**config.mk**
```make
export PLATFORM = sky130hd
export DESIGN_NAME = mem_arbiter
export DESIGN_NICKNAME = d
export VERILOG_FILES = /design/src/rtl/mem_arbiter.sv
export SDC_FILE = /design/constraint.sdc
export NUM_CORES = 1
export LEC_CHECK = 0
export ABC_CLOCK_PERIOD_IN_PS = 3500
export CAP_MARGIN = 20
export CORE_AREA = 2 2 102 104
export DETAILED_ROUTE_END_ITERATION = 8
export DIE_AREA = 0 0 104 106
export PLACE_DENSITY_LB_ADDON = 0.3
export REMOVE_ABC_BUFFERS = 1
export SKIP_CTS_REPAIR_TIMING = 1
export SLEW_MARGIN = 20
export SYNTH_ARGS = -nofsm -noshare
export SYNTH_HDL_FRONTEND = slang
export SYNTH_SLANG_ARGS = --single-unit
```
**constraint.sdc**
```tcl
create_clock -name clk -period 3.5 [get_ports clk]
set_clock_uncertainty 0.15 [all_clocks]
set_input_delay 0.35 -clock clk [delete_from_list [all_inputs] [get_ports clk]]
set_output_delay 0.35 -clock clk [all_outputs]
set_load 0.05 [all_outputs]
```
**src/rtl/mem_arbiter.sv**
```systemverilog
// Shares one fixed-latency single-ported memory between fetch and data ports; data wins ties. Optional fetch starvation guard: MEMARB_STARVE_GUARD_EN.
// Latency: grant and mem_* are combinational in the IDLE cycle, and rvalid follows LAT cycles later. The next grant comes LAT+1 cycles after a grant.
// Backpressure: one access in flight; requesters hold their request and are stalled until their rvalid.
module mem_arbiter #(
    parameter int LAT        = 1,
    parameter int STREAK_MAX = 4
) (
    input  logic        clk,
    input  logic        reset,
    input  logic        i_req,
    input  logic [31:0] i_addr,
    output logic        i_gnt,
    output logic        i_rvalid,
    output logic [31:0] i_rdata,
    input  logic        d_req,
    input  logic        d_we,
    input  logic [31:0] d_addr,
    input  logic [31:0] d_wdata,
    output logic        d_gnt,
    output logic        d_rvalid,
    output logic [31:0] d_rdata,
    output logic        mem_en,
    output logic        mem_we,
    output logic [31:0] mem_addr,
    output logic [31:0] mem_wdata,
    input  logic [31:0] mem_rdata,
    output logic        stall
);

    localparam logic [0:0] S_IDLE   = 1'b0;
    localparam logic [0:0] S_BUSY   = 1'b1;
    localparam logic [3:0] CNT_INIT = 4'(LAT - 1);

    if (LAT < 1 || LAT > 15 || STREAK_MAX < 1 || STREAK_MAX > 15) begin : g_bad_param
        $error("mem_arbiter: LAT and STREAK_MAX must be in 1..15");
    end

    typedef struct packed {
        logic        en;
        logic        we;
        logic [31:0] addr;
        logic [31:0] wdata;
    } mem_req_t;

    logic [0:0] state;
    logic       owner;      // 1 = data port owns the outstanding access
    logic       owner_we;
    logic [3:0] cnt;
    logic       idle;
    logic       starve;
    logic       rvalid_any;
    mem_req_t   mreq;

    assign idle  = (state == S_IDLE) && !reset;
    assign d_gnt = idle && d_req && !(i_req && starve);
    assign i_gnt = idle && i_req && !d_gnt;

    always_comb begin
        mreq = '0;
        if (d_gnt) begin
            mreq = '{en: 1'b1, we: d_we, addr: d_addr, wdata: d_wdata};
        end else if (i_gnt) begin
            mreq = '{en: 1'b1, we: 1'b0, addr: i_addr, wdata: 32'd0};
        end
    end

    assign mem_en    = mreq.en;
    assign mem_we    = mreq.we;
    assign mem_addr  = mreq.addr;
    assign mem_wdata = mreq.wdata;

    assign rvalid_any = (state == S_BUSY) && (cnt == 4'd0) && !reset;
    assign i_rvalid   = rvalid_any && !owner;
    assign d_rvalid   = rvalid_any && owner;
    assign i_rdata    = i_rvalid ? mem_rdata : 32'd0;
    assign d_rdata    = (d_rvalid && !owner_we) ? mem_rdata : 32'd0;
    assign stall      = !reset && ((i_req && !i_rvalid) || (d_req && !d_rvalid));

    always_ff @(posedge clk) begin
        if (reset) begin
            state    <= S_IDLE;
            cnt      <= 4'd0;
            owner    <= 1'b0;
            owner_we <= 1'b0;
        end else begin
            case (state)
                S_IDLE: begin
                    if (d_gnt || i_gnt) begin
                        state    <= S_BUSY;
                        cnt      <= CNT_INIT;
                        owner    <= d_gnt;
                        owner_we <= d_gnt && d_we;
                    end
                end
                default: begin
                    if (cnt == 4'd0) begin
                        state <= S_IDLE;
                    end else begin
                        cnt <= cnt - 4'd1;
                    end
                end
            endcase
        end
    end

`ifdef MEMARB_STARVE_GUARD_EN
    logic [3:0] streak;

    assign starve = (streak == 4'(STREAK_MAX));

    // Counts data grants that overtook a waiting fetch.
    always_ff @(posedge clk) begin
        if (reset || i_gnt || !i_req) begin
            streak <= 4'd0;
        end else if (d_gnt && streak != 4'hF) begin
            streak <= streak + 4'd1;
        end
    end
`else
    assign starve = 1'b0;
`endif

endmodule

```
## After elaboration in Yosys (flattened, before gate mapping)

Cells that the tools add are included.

| storage, ports and cells | value |
|---|---|
| register bits after elaboration | 7 |
| latch bits | 0 |
| bits in writable memories | 0 |
| memory bits (read-only) | 0 |
| input port bits | 133 |
| word-level logic and storage cells | 42 |
| memories | 0 |

| cells by class | value |
|---|---|
| $add $sub $neg | 1 |
| $mul | 0 |
| divide/modulo/power cells | 0 |
| magnitude comparators | 0 |
| equality and inequality tests | 1 |
| shifts and indexed selects | 0 |
| multiplexer cells | 10 |
| bitwise logic cells | 1 |
| reductions and logical operators | 25 |

Operator list:

| cell | count |
|---|---|
| $mux 66 | 2 |
| $mux 32 | 2 |
| $logic_and 1x1->1 | 13 |
| $mux 4 | 3 |
| $logic_not 1->1 | 6 |
| $logic_not 4->1 | 1 |
| $reduce_and 2->1 | 2 |
| $sub 4x1->4 const B | 1 |
| $mux 1 | 3 |
| $logic_or 1x1->1 | 2 |
| $ne 2x2->1 const B | 1 |
| $reduce_bool 2->1 | 1 |
| $not 1->1 | 1 |

## Longest topological paths before layout

| depth | value |
|---|---|
| word-level depth | 8 |
| depth in mapped cells | 6 |
| depth with buffers taken out | 5 |

## Worst setup path before layout

OpenSTA, ideal clock, no wires.

| timing | value |
|---|---|
| path type | register to output |
| start point | register cnt[0] |
| end point | output stall |
| arrival time | 2077 ps |
| required time | 3000 ps |
| path slack | 923 ps |
| cell stages (with the launch flop) | 6 |
| buffers on the path | 0 |
| cells stage by stage | dfxtp_1 > inv_1 > ha_1 > nand4bb_1 > nor3_2 > o32ai_1 |

| on the way | value |
|---|---|
| longest elaborated chain between the ends | 8 |
| elaborated cells between the ends (all ways) | 11 |
| those cells by class | reduce/logical: 11 |

RTL lines:

| item | RTL line | text |
|---|---|---|
| from (decl) | 48 | `logic [3:0] cnt;` |
| from (signal assigned) | 99 | `cnt <= cnt - 4'd1;` |
| $logic_not 4->1 * | 72 | `assign rvalid_any = (state == S_BUSY) && (cnt == 4'd0) && !reset;` |
| $logic_and 1x1->1 * (2 in series) | 72 |  |
| $logic_and 1x1->1 (on tied branches) | 73, 74 |  |
| $logic_not 1->1 | 77 | `assign stall = !reset && ((i_req && !i_rvalid) \|\| (d_req && !d_rvalid));` |
| $logic_and 1x1->1 | 77 |  |
| $logic_or 1x1->1 * | 77 |  |
| $logic_and 1x1->1 * | 77 |  |
| to (decl) | 27 | `output logic stall` |

Every way passes the cells marked *; elsewhere a longest branch is shown, timed or not.

## Worst setup path in the final report

| timing | value |
|---|---|
| start point | register state |
| end point | output i_rdata[31] |

| on the way | value |
|---|---|
| longest elaborated chain between the ends | 4 |

RTL lines:

| item | RTL line | text |
|---|---|---|
| from (decl) | 45 | `logic [0:0] state;` |
| from (signal assigned) | 81 | `state <= S_IDLE;` |
| from (signal assigned) | 89 | `state <= S_BUSY;` |
| from (signal assigned) | 97 | `state <= S_IDLE;` |
| $logic_and 1x1->1 (2 in series) | 72 |  |
| $logic_and 1x1->1 | 73 | `assign i_rvalid = rvalid_any && !owner;` |
| $mux 32 | 75 | `assign i_rdata = i_rvalid ? mem_rdata : 32'd0;` |
| to (decl) | 14 | `output logic [31:0] i_rdata,` |

No other way between the ends.

==> summary.txt <==
Floorplan
  – IO Pins: 268
  – Core area: 10000 um^2
  – Initial core utilization: 14.3%
  – Die area: 11000 um^2
  – Row cnt: 37
  – Chip Height: 106 um
  – Chip Width: 104 um

Synth
  – YS warnings: 0
  – Post-synth top area share: 28.5%
  – Main combinational cell family by area after synthesis: simple AND/OR/NAND/NOR gates
  – Yosys reg bits: 7
  – Largest area contributor in the netlist: and2_1
  – Post-synthesis cell area: 1430 um^2
  – Avg Inst Size Synth: 7.13 um^2
  – Post-synthesis simple-gate area fraction: 54.3%
  – Synth top area cells: and2_1 29%, a22o_1 20%, and3_1 14%
  – Post-synthesis mux area share: 0.702%
  – Register area share after synthesis: 9.83%
  – Post-synthesis cell count: 200
  – Synth Area in Compound Gates: 25.8%
  – Netlist cell types: 31
  – Xor and xnor area share after synthesis: 0%
  – Synth Area in Adders: 0.878%

Layout
  – Synth-to-layout area growth: 263%
  – # diodes: 0
  – Number of fill cells: 920
  – Nets: 592
  – Most common cell after layout, fill and taps aside: clkdlybuf4s50_1
  – Share of cells above drive strength 1: 33.0%
  – Most frequent cells in the layout: 133 x clkdlybuf4s50_1, 99 x buf_12, 65 x and2_1

Place
  – Input/output buffers: 267
  – Hpwl dp: 8.14 mm
  – Post-Place Worst Slack: 779 ps
  – GPL Wtd Cong: 0.805

Global routing
  – First-pass GRT wire length: 14.2 mm
  – Grt ovf: 0
  – Antenna violations before repair: 0
  – Largest net degree at the start of global routing: 36
  – Vias in the first global route: 2483
  – Gr usage total: 15.9%

Critical path
  – Crit path arrival time: 2240 ps
  – Slowest stage cell on the critical path: dfxtp_1
  – CP cell instances: nand4bb_1 -> nor3_2 -> buf_4 -> and2_1 -> buf_12
  – Setup crit start kind: register
  – Crit-path max cell delay: 640 ps
  – Nature of the critical path endpoint: output port
  – Critical path class: register to output port
  – Crit path required time: 3000 ps
  – Crit path max fanout: 25

Pwr
  – P_int: 481 uW
  – Comb pwr share: 75.7%
  – Clock power frac: 13.9%
  – VDD IR max: 139 uV
  – Switching pwr: 343 uW
  – Cell Pwr Density: 160 nW/um^2
  – Pleak: 0.00223 uW
  – Sequential Power Share: 10.5%
  – Sw Ratio: 41.6%

STA
  – Max Slew Vio Count: 0
  – Final period util: 78.3%
  – Final Setup Violations: 0
  – Final worst slack: 759 ps
  – Final hold vios: 0
  – Slew @ Worst Pin: 522 ps
  – Period minus WS final: 2740 ps
  – RSZ-0062 raised after global routing: false
  – Setup total negative slack: 0 ps
  – F_max: 365 MHz
  – Max-slew headroom: 65.2%

Route
  – Initial drt markers: 82
  – First-pass detailed-route iteration total: 4
  – Wire length per cell: 16.0 um
  – # DRC: 0
  – Vias: 2584
  – Detail Route Antenna Nets: 0
  – Final Routed Wirelength: 9.52 mm
  – Vias per inst: 4.36

Outcome
  – Status: completed

Clock network
  – CTS tree: done
  – Root Buffer: clkbuf_8
  – Clk Latency, worst-skew pair: 230 ps
  – CTS clk-pin slew, worst paths: 40 ps
  – Cts bufs inserted: 3
  – CTS H-Tree Depth: 1
  – Max Root-Sink Buffers: 2
  – CTS sink count: 7

Flow run
  – Maxcap violations: 0

Min path
  – HP Class: register to register
==> synthesized netlist by cell type <==
| cell type | count |
|---|---|
| clkbuf_1 | 9 |
| o32ai_1 | 1 |
| a2111o_1 | 1 |
| mux2i_1 | 1 |
| a21oi_1 | 5 |
| inv_1 | 4 |
| nor4_4 | 1 |
| o31ai_1 | 1 |
| nand2_1 | 2 |
| buf_2 | 10 |
| dfxtp_1 | 7 |
| nor4b_1 | 1 |
| a22o_1 | 32 |
| nor3_2 | 2 |
| a221o_1 | 1 |
| nor2_1 | 3 |
| nor2b_1 | 1 |
| or2_2 | 1 |
| nor3_1 | 2 |
| nand4bb_1 | 1 |
| nand4b_1 | 1 |
| nor2_2 | 1 |
| o21ba_2 | 1 |
| buf_4 | 3 |
| or3b_1 | 1 |
| nand3b_1 | 2 |
| ha_1 | 1 |
| o21ai_0 | 3 |
| nand2b_1 | 3 |
| and2_1 | 65 |
| and3_1 | 33 |
==> cell families after synthesis <==
logic type      Yosys count
compound gates           45
fa+ha+maj                 1
flops                     7
buf+inv                  26
simple gates            120
mux                       1
==> critical path, delay by kind of cell, from the launching register on <==
family	cells	cell delay (ps)
flip-flops	1	640
buffers and inverters	2	480
AND/OR/NAND/NOR	3	880
==> final cells by class <==
class	count	area [um^2]	share of cell area [%]
inverter	4	15.0	0.290
timing repair buffer	275	3640	70.3
clock buffer	4	45.0	0.871
tap	136	170	3.29
multi-input combinational	167	1160	22.5
sequential	7	140	2.71
==> per-stage QoR <==
stage | cell area [um^2] | hold slack [ps] | cells | utilization [%] | power, uW
detailed placement | 5120 | 320 | 589 | 51.3 | 713
finish | 5170 | 332 | 593 | 51.7 | 825
CTS | 5170 | 330 | 593 | 51.7 | 832
global route | 5170 | 372 | 593 | 51.7 | 860
global placement | 5120 | 316 | 589 | 51.3 | 708
floorplan | 1320 | 269 | 178 | - | 341
==> final timing paths <==
path | from | end | slack, ps | depth (start not counted)
setup / recovery | state$_SDFF_PP0_ | i_rdata[31] | 760 | 5
hold / removal | cnt[0]$_SDFFE_PP0P_ | cnt[0]$_SDFFE_PP0P_ | 330 | 1
setup reg to reg | cnt[0]$_SDFFE_PP0P_ | cnt[0]$_SDFFE_PP0P_ | 1710 | 5
hold reg to reg | cnt[0]$_SDFFE_PP0P_ | cnt[0]$_SDFFE_PP0P_ | 330 | 1
==> sequential cells by signal (all words and copies together) (netlist names) <==
signal,count
owner_we,1
state,1
owner,1
cnt,4
==> per-layer routing <==
metal	global-route usage, %	up-vias	wire length, um
met4	4.05	0	201
met1	18.4	1185	3620
li1	-	1228	-
met5	0	-	0
met2	29.7	156	5030
met3	3.43	15	658
==> power groups by stage <==
| stage | sequential, uW | clock (uW) | combinational, uW |
|---|---|---|---|
| global placement | 87.3 | 0 | 621 |
| global route | 86.8 | 125 | 649 |
| CTS | 86.3 | 118 | 628 |
| finish | 86.3 | 115 | 624 |
| floorplan | 86.6 | 0 | 254 |
| detailed placement | 87.6 | 0 | 625 |
No activity file was read; power rests on OpenSTA's default activity.
